## config.mk

```make
export PLATFORM = sky130hd
export DESIGN_NAME = uart_tx_io
export DESIGN_NICKNAME = d
export VERILOG_FILES = /design/src/rtl/uart_pkg.sv /design/src/rtl/uart_tx_fifo.sv /design/src/rtl/uart_tx_io.sv
export SDC_FILE = /design/constraint.sdc
export NUM_CORES = 1
export LEC_CHECK = 0
export BUFFER_PORTS_ARGS = -buffer_cell sky130_fd_sc_hd__clkbuf_2
export CAP_MARGIN = 20
export CORE_UTILIZATION = 45
export DETAILED_ROUTE_END_ITERATION = 10
export PLACE_DENSITY = 0.62
export SLEW_MARGIN = 20
export SYNTH_ARGS = -nofsm -noshare
export SYNTH_HDL_FRONTEND = slang
export SYNTH_HIERARCHICAL = 1
export SYNTH_SLANG_ARGS = --single-unit
```

## constraint.sdc

```tcl
create_clock -name clock -period 3.67 [get_ports clock]
set_input_delay 0.734 -clock clock [delete_from_list [all_inputs] [get_ports clock]]
set_output_delay 0.734 -clock clock [all_outputs]
set_load 0.02 [all_outputs]
```

## src/rtl/uart_pkg.sv

```systemverilog
// Shared types and constants for the memory-mapped UART transmitter.
package uart_pkg;

    typedef enum logic [2:0] {
        ST_IDLE   = 3'd0,
        ST_START  = 3'd1,
        ST_DATA   = 3'd2,
        ST_PARITY = 3'd3,
        ST_STOP   = 3'd4
    } tx_state_t;

    localparam logic [1:0] UART_DATA_OFS = 2'b00;
    localparam logic [1:0] UART_STAT_OFS = 2'b10;

    localparam int BUSY  = 0;
    localparam int FULL  = 1;
    localparam int EMPTY = 2;
    localparam int OVF   = 3;

endpackage

```

## src/rtl/uart_tx_fifo.sv

```systemverilog
// Byte FIFO between the CPU write port and the serialiser.
// Pointers carry one extra wrap bit so full/empty come from a plain compare.
module uart_tx_fifo #(
    parameter int FIFO_DEPTH = 8
) (
    input  logic       clock,
    input  logic       rst,
    input  logic       push,
    input  logic       pop,
    input  logic [7:0] wdata,
    output logic [7:0] rdata,
    output logic       full,
    output logic       empty
);
    localparam int AW = $clog2(FIFO_DEPTH);

    logic [7:0]  mem [FIFO_DEPTH];
    logic [AW:0] wr_ptr;
    logic [AW:0] rd_ptr;
    logic        push_ok;
    logic        pop_ok;

    assign full  = (wr_ptr[AW] != rd_ptr[AW]) && (wr_ptr[AW-1:0] == rd_ptr[AW-1:0]);
    assign empty = (wr_ptr == rd_ptr);
    // A simultaneous pop frees the slot, so a push into a full FIFO still lands.
    assign push_ok = push & (~full | pop);
    assign pop_ok  = pop & ~empty;
    assign rdata   = mem[rd_ptr[AW-1:0]];

    // Pointer update
    always_ff @(posedge clock or posedge rst) begin
        if (rst) begin
            wr_ptr <= '0;
            rd_ptr <= '0;
        end else begin
            if (push_ok) wr_ptr <= wr_ptr + 1'b1;
            if (pop_ok)  rd_ptr <= rd_ptr + 1'b1;
        end
    end

    // Storage write; contents are don't-care until pushed
    always_ff @(posedge clock) begin
        if (push_ok) mem[wr_ptr[AW-1:0]] <= wdata;
    end

endmodule

```

## src/rtl/uart_tx_io.sv

```systemverilog
// UART transmitter IO peripheral: register decode, baud counter and frame FSM.
// Optional even-parity bit is enabled by defining UART_TX_PARITY_EN.
module uart_tx_io
    import uart_pkg::*;
#(
    parameter int CLK_HZ     = 23_000_000,
    parameter int BAUD       = 115_200,
    parameter int FIFO_DEPTH = 8
) (
    input  logic        clock,
    input  logic        rst,
    input  logic        uartcs,
    input  logic        uartwrite,
    input  logic        uartread,
    input  logic [1:0]  uartaddr,
    input  logic [15:0] uartwdata,
    output logic [15:0] uartrdata,
    output logic        txd
);
    localparam int DIV = CLK_HZ / BAUD;
    localparam int CW  = (DIV > 1) ? $clog2(DIV) : 1;

    tx_state_t     state;
    tx_state_t     state_nxt;
    logic [CW-1:0] baud_cnt;
    logic [2:0]    bit_cnt;
    logic [7:0]    shift;
    logic          ovf;
    logic          busy;
    logic          bit_end;
    logic          pop;
    logic          push_req;
    logic          stat_rd;
    logic          fifo_full;
    logic          fifo_empty;
    logic [7:0]    fifo_rdata;
    logic [3:0]    status;
    logic          unused_wdata;
`ifdef UART_TX_PARITY_EN
    logic          par;
`endif

    assign push_req     = uartcs & uartwrite & (uartaddr == UART_DATA_OFS);
    assign stat_rd      = uartcs & uartread & (uartaddr == UART_STAT_OFS);
    assign bit_end      = (baud_cnt == CW'(DIV - 1));
    assign busy         = (state != ST_IDLE);
    assign unused_wdata = ^uartwdata[15:8];

    uart_tx_fifo #(
        .FIFO_DEPTH (FIFO_DEPTH)
    ) u_fifo (
        .clock (clock),
        .rst   (rst),
        .push  (push_req),
        .pop   (pop),
        .wdata (uartwdata[7:0]),
        .rdata (fifo_rdata),
        .full  (fifo_full),
        .empty (fifo_empty)
    );

    // State register
    always_ff @(posedge clock or posedge rst) begin
        if (rst) state <= ST_IDLE;
        else     state <= state_nxt;
    end

    // Next state, FIFO pop and line level
    always_comb begin
        state_nxt = state;
        pop       = 1'b0;
        txd       = 1'b1;
        case (state)
            ST_IDLE: begin
                if (!fifo_empty) begin
                    pop       = 1'b1;
                    state_nxt = ST_START;
                end
            end
            ST_START: begin
                txd = 1'b0;
                if (bit_end) state_nxt = ST_DATA;
            end
            ST_DATA: begin
                txd = shift[0];
                if (bit_end && bit_cnt == 3'd7) begin
`ifdef UART_TX_PARITY_EN
                    state_nxt = ST_PARITY;
`else
                    state_nxt = ST_STOP;
`endif
                end
            end
            ST_PARITY: begin
`ifdef UART_TX_PARITY_EN
                txd = par;
                if (bit_end) state_nxt = ST_STOP;
`else
                state_nxt = ST_IDLE;
`endif
            end
            ST_STOP: begin
                if (bit_end) begin
                    // Chain the next queued byte straight into a start bit.
                    if (!fifo_empty) begin
                        pop       = 1'b1;
                        state_nxt = ST_START;
                    end else begin
                        state_nxt = ST_IDLE;
                    end
                end
            end
            default: state_nxt = ST_IDLE;
        endcase
    end

    // Baud counter, bit counter and shift register
    always_ff @(posedge clock or posedge rst) begin
        if (rst) begin
            baud_cnt <= '0;
            bit_cnt  <= '0;
            shift    <= '0;
`ifdef UART_TX_PARITY_EN
            par      <= 1'b0;
`endif
        end else if (pop) begin
            baud_cnt <= '0;
            bit_cnt  <= '0;
            shift    <= fifo_rdata;
`ifdef UART_TX_PARITY_EN
            par      <= ^fifo_rdata;
`endif
        end else if (state == ST_IDLE) begin
            baud_cnt <= '0;
        end else if (bit_end) begin
            baud_cnt <= '0;
            if (state == ST_DATA) begin
                shift   <= shift >> 1;
                bit_cnt <= bit_cnt + 3'd1;
            end
        end else begin
            baud_cnt <= baud_cnt + 1'b1;
        end
    end

    // Sticky overflow; a new overflow wins over the read-to-clear
    always_ff @(posedge clock or posedge rst) begin
        if (rst)                              ovf <= 1'b0;
        else if (push_req & fifo_full & ~pop) ovf <= 1'b1;
        else if (stat_rd)                     ovf <= 1'b0;
    end

    // Combinational read mux for the MemOrIO read path
    always_comb begin
        status        = '0;
        status[BUSY]  = busy;
        status[FULL]  = fifo_full;
        status[EMPTY] = fifo_empty;
        status[OVF]   = ovf;
        uartrdata     = stat_rd ? {12'b0, status} : 16'h0000;
    end

endmodule

```

# After elaboration in Yosys (flattened, before gate mapping)
# Memory sizes are Yosys's and may differ from the RTL's.
# Cells that the tools add are included.
[word_totals]
reg_bits = 31
ram_bits = 64
output_inout_bits = 17
elab_cells = 74
memories = 1
[classes]
addsub = 4
eq_ne = 14
muxes = 26
n_bitwise = 12
n_reduce_logical = 10
[memory_table]
columns = ["memory", "words", "width", "read_ports", "rd_clocked_by_memory_dff", "wr", "line_no", "source"]
rows = [
  ["u_fifo.mem", 8, 8, 1, 0, 1, "uart_tx_fifo.sv:17", "logic [7:0] mem [FIFO_DEPTH];"],
]
[ops]
columns = ["cell", "count"]
rows = [
  ["8-bit two-way mux", 7],
  ["3-bit two-way mux", 8],
  ["3-bit case mux with 4 select lines", 1],
  ["2-bit != test (second input constant)", 5],
  ["4-bit by 1-bit adder with 4-bit output (second input constant)", 2],
  ["8-bit by 1-bit adder with 8-bit output (second input constant)", 1],
  ["1-bit bitwise AND", 8],
  ["8-bit == test (second input constant)", 1],
  ["1-bit two-way mux", 7],
  ["3-bit == test (second input constant)", 2],
  ["2-bit nonzero test", 3],
  ["4-bit == test", 1],
  ["4-bit two-way mux", 1],
  ["1-bit case mux with 2 select lines", 2],
  ["4-bit AND reduction", 1],
  ["3-bit by 1-bit adder with 3-bit output (second input constant)", 1],
  ["3-bit by 1-bit == test with 1-bit output (second input constant)", 1],
  ["3-bit by 2-bit == test with 1-bit output (second input constant)", 1],
  ["3-bit == test", 1],
  ["3-bit zero test", 1],
  ["1-bit NOT", 3],
  ["3-bit AND reduction", 1],
  ["3-bit nonzero test", 1],
  ["2-bit == test (second input constant)", 1],
  ["4 further kinds", 5],
]

# Logic depth before layout (Yosys ltp)
[depth]
depth_word = 8
ltp_mapped = 13
mapped_depth_nobuf = 9

# Modules after synthesis
# The synthesis kept the hierarchy.
[by_module_without_submodules]
columns = ["module", "instances", "cells_each", "area_per_inst_um2"]
rows = [
  ["uart_tx_fifo", 1, 151, 3095.5],
  ["uart_tx_io", 1, 149, 1367.6],
]

# Worst setup path after synthesis
# Ideal clock, no wire load.
[synth_timing]
path_kind = "register to register"
startpoint = "register u_fifo.wr_ptr[1]"
endpoint = "memory u_fifo.mem[0][0], enable pin"
setup_time_ns = 0.395
arrival_time_ns = 2.907
t_required_ns = 3.275
slack_ns = 0.368
stages_incl_launch_ff = 12
path_buffers = 4
synth_period_minus_slack_ns = 3.302
cell_sequence = "dfrtp_1 buf_2 xnor2_2 nand3_2 buf_6 nor2_1 or3_1 clkbuf_1 nor2_1 buf_2 nor3_2 nor4_1"
[synth_between]
elab_chain_len = 8
[synth_lines]
columns = ["element", "line_no", "source"]
rows = [
  ["start: declaration", "uart_tx_fifo.sv:18", "logic [AW:0] wr_ptr;"],
  ["start signal: assignment", "uart_tx_fifo.sv:36", "if (push_ok) wr_ptr <= wr_ptr + 1'b1;"],
  ["4-bit == test *", "uart_tx_fifo.sv:24", "assign empty = (wr_ptr == rd_ptr);"],
  ["net fifo_empty", "uart_tx_io.sv:35", "logic fifo_empty;"],
  ["1-bit two-way mux *", "uart_tx_io.sv:75, uart_tx_io.sv:105", ""],
  ["1-bit two-way mux", "uart_tx_io.sv:103", "if (bit_end) begin"],
  ["1-bit case mux with 2 select lines *", "uart_tx_io.sv:73", "case (state)"],
  ["net pop", "uart_tx_io.sv:31", "logic pop;"],
  ["1-bit OR *", "uart_tx_fifo.sv:26", "assign push_ok = push & (~full | pop);"],
  ["1-bit bitwise AND *", "uart_tx_fifo.sv:26", ""],
  ["1-bit two-way mux *", "uart_tx_fifo.sv:43", "if (push_ok) mem[wr_ptr[AW-1:0]] <= wdata;"],
  ["1-bit two-way mux (implied by the code) *", "uart_tx_fifo.sv:43", ""],
  ["end: declaration", "uart_tx_fifo.sv:17", ""],
]
# Mark *: on every way through the listed nets, which the timed path passes. The rest lies on a longest branch.

# Worst setup path after layout
[layout_timing]
startpoint = "register u_fifo.wr_ptr[3]"
endpoint = "memory u_fifo.mem[7][6], enable pin"
# The elaborated chain is that of the path after synthesis.

==> impl_metrics.csv <==
group,metric,value,unit
logic_synthesis,synth_mux_area_share,12.3,%
pwr,comb_power_share,26.0,%
finish,n_antenna_cell,0,
job,cap_violations,0,
min_path,worstHoldPathType,"input pin to async pin",
floorplanning,core,0.00942,mm^2
drt,post-route-drc-count,0,
drt,drt-initial-drc-count,103,
sta,min_period,2830,ps
place,dp.cells,445,
logic_synthesis,ys.flop_type,"edfxtp_1",
clocking,cts_hold_buf,0,
sta,rsz0062_at_grt,"false",
clocking,tritoncts,"built",
floorplanning,die_area,0.0103,mm^2
clocking,clk_latency,360,ps
pwr,swShare,31.6,%
sta,fin_crit_sh,77.1,%
finish,layout-drive-gt1-share,24.8,%
floorplanning,die_width,102,um
clocking,h-tree-depth,3,
sta,finalMaxSlewViolations,0,
sta,timing.fmax,354,MHz
place,place_congestion,0.738,
clocking,cts_setup_buffers,0,
clocking,cts.sinks,95,
global_route,grt_overflow_total,0,
clocking,cts_buffer_depth,2,
global_route,grt_max_degree,24,
place,io_buffer_count,19,
logic_synthesis,yosysMostFrequentCell,"edfxtp_1",
sta,setup_viol,0,
worst_setup_path,crit_family,"simple AND/OR/NAND/NOR gates",
global_route,grt_pass1_wl,12.8,mm
sta,final.setup.tns,0,ps
logic_synthesis,synth_top_cell_by_area,"edfxtp_1",
drt,wl_met2,3.93,mm
worst_setup_path,endpoint_kind,"flop",
sta,maxSlewHeadroom,36.6,%
logic_synthesis,yosysTopAreaCellShare,43.1,%
logic_synthesis,synth_adder_area_share,1.68,%
clocking,path_clk_slew,100,ps
drt,wl_met1,3.71,mm
sta,clock_skew,9.87,ps
worst_setup_path,path_common_cell,"nor2_1",
logic_synthesis,synthDistinctLibCells,55,
pwr,ir_drop,288,uV
drt,drt_pass1_iterations,4,
worst_setup_path,crit_arrival,2810,ps
finish,num-fill-cells,795,
worst_setup_path,slowest_delay,760,ps
sta,finalHoldViolCount,0,
drt,viasPerCell,5.39,
clocking,ctsResizeCount,0,
logic_synthesis,yosysSeqAreaShare,60.4,%
floorplanning,chipHeight,102,um
logic_synthesis,syn_avg_cell_area,14.9,um^2
logic_synthesis,synth_cells,300,
worst_setup_path,cp_slowest_cell,"nor2_1",
logic_synthesis,synth_edf_count,64,
drt,wirelength,7.94,mm
logic_synthesis,synthArstFlopShare,32.6,%
clocking,cts.root.buffer_cell,"clkbuf_8",
pwr,powerDensity,581,mW/mm^2
floorplanning,initial_core_util,47.4,%
drt,vias,2481,
worst_setup_path,required,3650,ps
worst_setup_path,critPathBufInv,0,
logic_synthesis,syn_area,0.00446,mm^2
pwr,power.switching,0.000889,W
worst_setup_path,worstSetupPathType,"flop to flop",
logic_synthesis,synthTopCellsByCount,"edfxtp_1, dfrtp_1, nor2_1",
floorplanning,rows,35,
logic_synthesis,yosysWarningCount,6,
place,post-dp-hpwl,5.14,mm
logic_synthesis,synthSimpleGateAreaFrac,10.6,%
global_route,grt_antenna_before_repair,0,
pwr,clkPwrFrac,22.9,%
finish,finalNonFillerCells,460,
logic_synthesis,synth_top_family_by_area,"multiplexers",
drt,dr.max_layer_used,"met4",
pwr,power_leakage,1.77,nW
floorplanning,ios,40,
worst_setup_path,crit_chain,"xor2_1 -> nor2_1 -> or3_1 -> nor2_1 -> nor3_2 -> nor2_1",
worst_setup_path,crit_path_max_fanout,8,
logic_synthesis,synth_compound_area_share,5.75,%
drt,wl_per_cell,17.3,um
outcome,status,"finished, final reports clean",
global_route,grt_pass1_vias,2463,
finish,area_growth,8.61,%
worst_setup_path,critPathLaunchType,"flop",
logic_synthesis,netlist_top_cells_area,"edfxtp_1, dfrtp_1, mux4_1",
global_route,grtUsageTotal,16.9,%
logic_synthesis,ys_seq_elements,95,
pwr,internal_power,0.00193,W
clocking,cts_buffers,9,
logic_synthesis,synth-xor-area-share,3.45,%
drt,ant_nets,0,
drt,dr_wl_met3,215,um
sta,tightestPinTransition,948,ps
pwr,seq_power_share,51.1,%
finish,fin_nets,356,
-- layout by cell type, fill, tap and decap left out, drive strengths merged, types with 4 or more instances in the layout --
cell	n
and2	4
mux4	16
dfrtp	31
xnor2	11
clkbuf	28
o21ai	13
mux2	11
conb	12
inv	11
a21oi	4
nand4	4
nor3	13
xor2	4
nand3	12
nand2	9
nor2	17
nor4	4
ha	6
edfxtp	64
a31oi	7
buf	16
-- cell type report --
class / count / area [um^2] / share of cell area [%]
sequential: 95 / 2700 / 55.7
multi-input combinational: 179 / 1570 / 32.4
timing repair buffer: 35 / 215 / 4.44
inverter: 7 / 26.3 / 0.542
tap: 129 / 161 / 3.33
clock buffer: 9 / 124 / 2.56
clock inverter: 6 / 53.8 / 1.11
-- metrics by stage --
stage | setup WS, ps | area [um^2] | power (W) | util, % | hold slack, ps
2_1_floorplan | 368 | 4500 | 0.00210 | - | 442
3_3_place_gp | 904 | 4670 | 0.00218 | 49.6 | 456
3_5_place_dp | 815 | 4670 | 0.00220 | 49.6 | 463
4_1_cts | 788 | 4850 | 0.00285 | 51.5 | 307
5_1_grt | 619 | 4850 | 0.00298 | 51.5 | 312
6_report | 841 | 4850 | 0.00282 | 51.5 | 313
-- cells by family after synthesis --
family	count (synthesis)
buf+inv	37
simple gates	84
flops	95
other cells	1
mux	27
compound gates	35
xor+xnor	15
fa+ha+maj	6
-- final timing paths --
path                                    end             start  slack [ps]  cells after the start
min reg2reg                             ovf               ovf         480                      2
min                        u_fifo/wr_ptr[1]               rst         310                      2
max                        u_fifo/mem[7][6]  u_fifo/wr_ptr[3]         840                      6
min in group clock                      ovf               ovf         480                      2
max reg2reg                u_fifo/mem[7][6]  u_fifo/wr_ptr[3]         840                      6
max in group asynchronous          shift[4]               rst        2550                      2
-- layer usage --
layer	vias to the layer above	global-route usage, %
met5	-	0
li1	1173	-
met4	0	4.35
met3	7	4.42
met1	1263	22.5
met2	38	27.7
-- registers in the layout, indices dropped and copies added, names as in the netlist --
signal,cells
baud_cnt,8
bit_cnt,3
ovf,1
shift,8
state,3
u_fifo/mem,64
u_fifo/rd_ptr,4
u_fifo/wr_ptr,4
-- power groups by stage --
stage	Clock [W]	Combinational [W]	Sequential [W]
detailed placement	0	0.000736	0.00146
global route	0.000705	0.000813	0.00146
CTS	0.000666	0.000741	0.00144
finish	0.000644	0.000733	0.00144
global placement	0	0.000721	0.00146
floorplan	0	0.000715	0.00139
(Power assumes the default switching activity.)
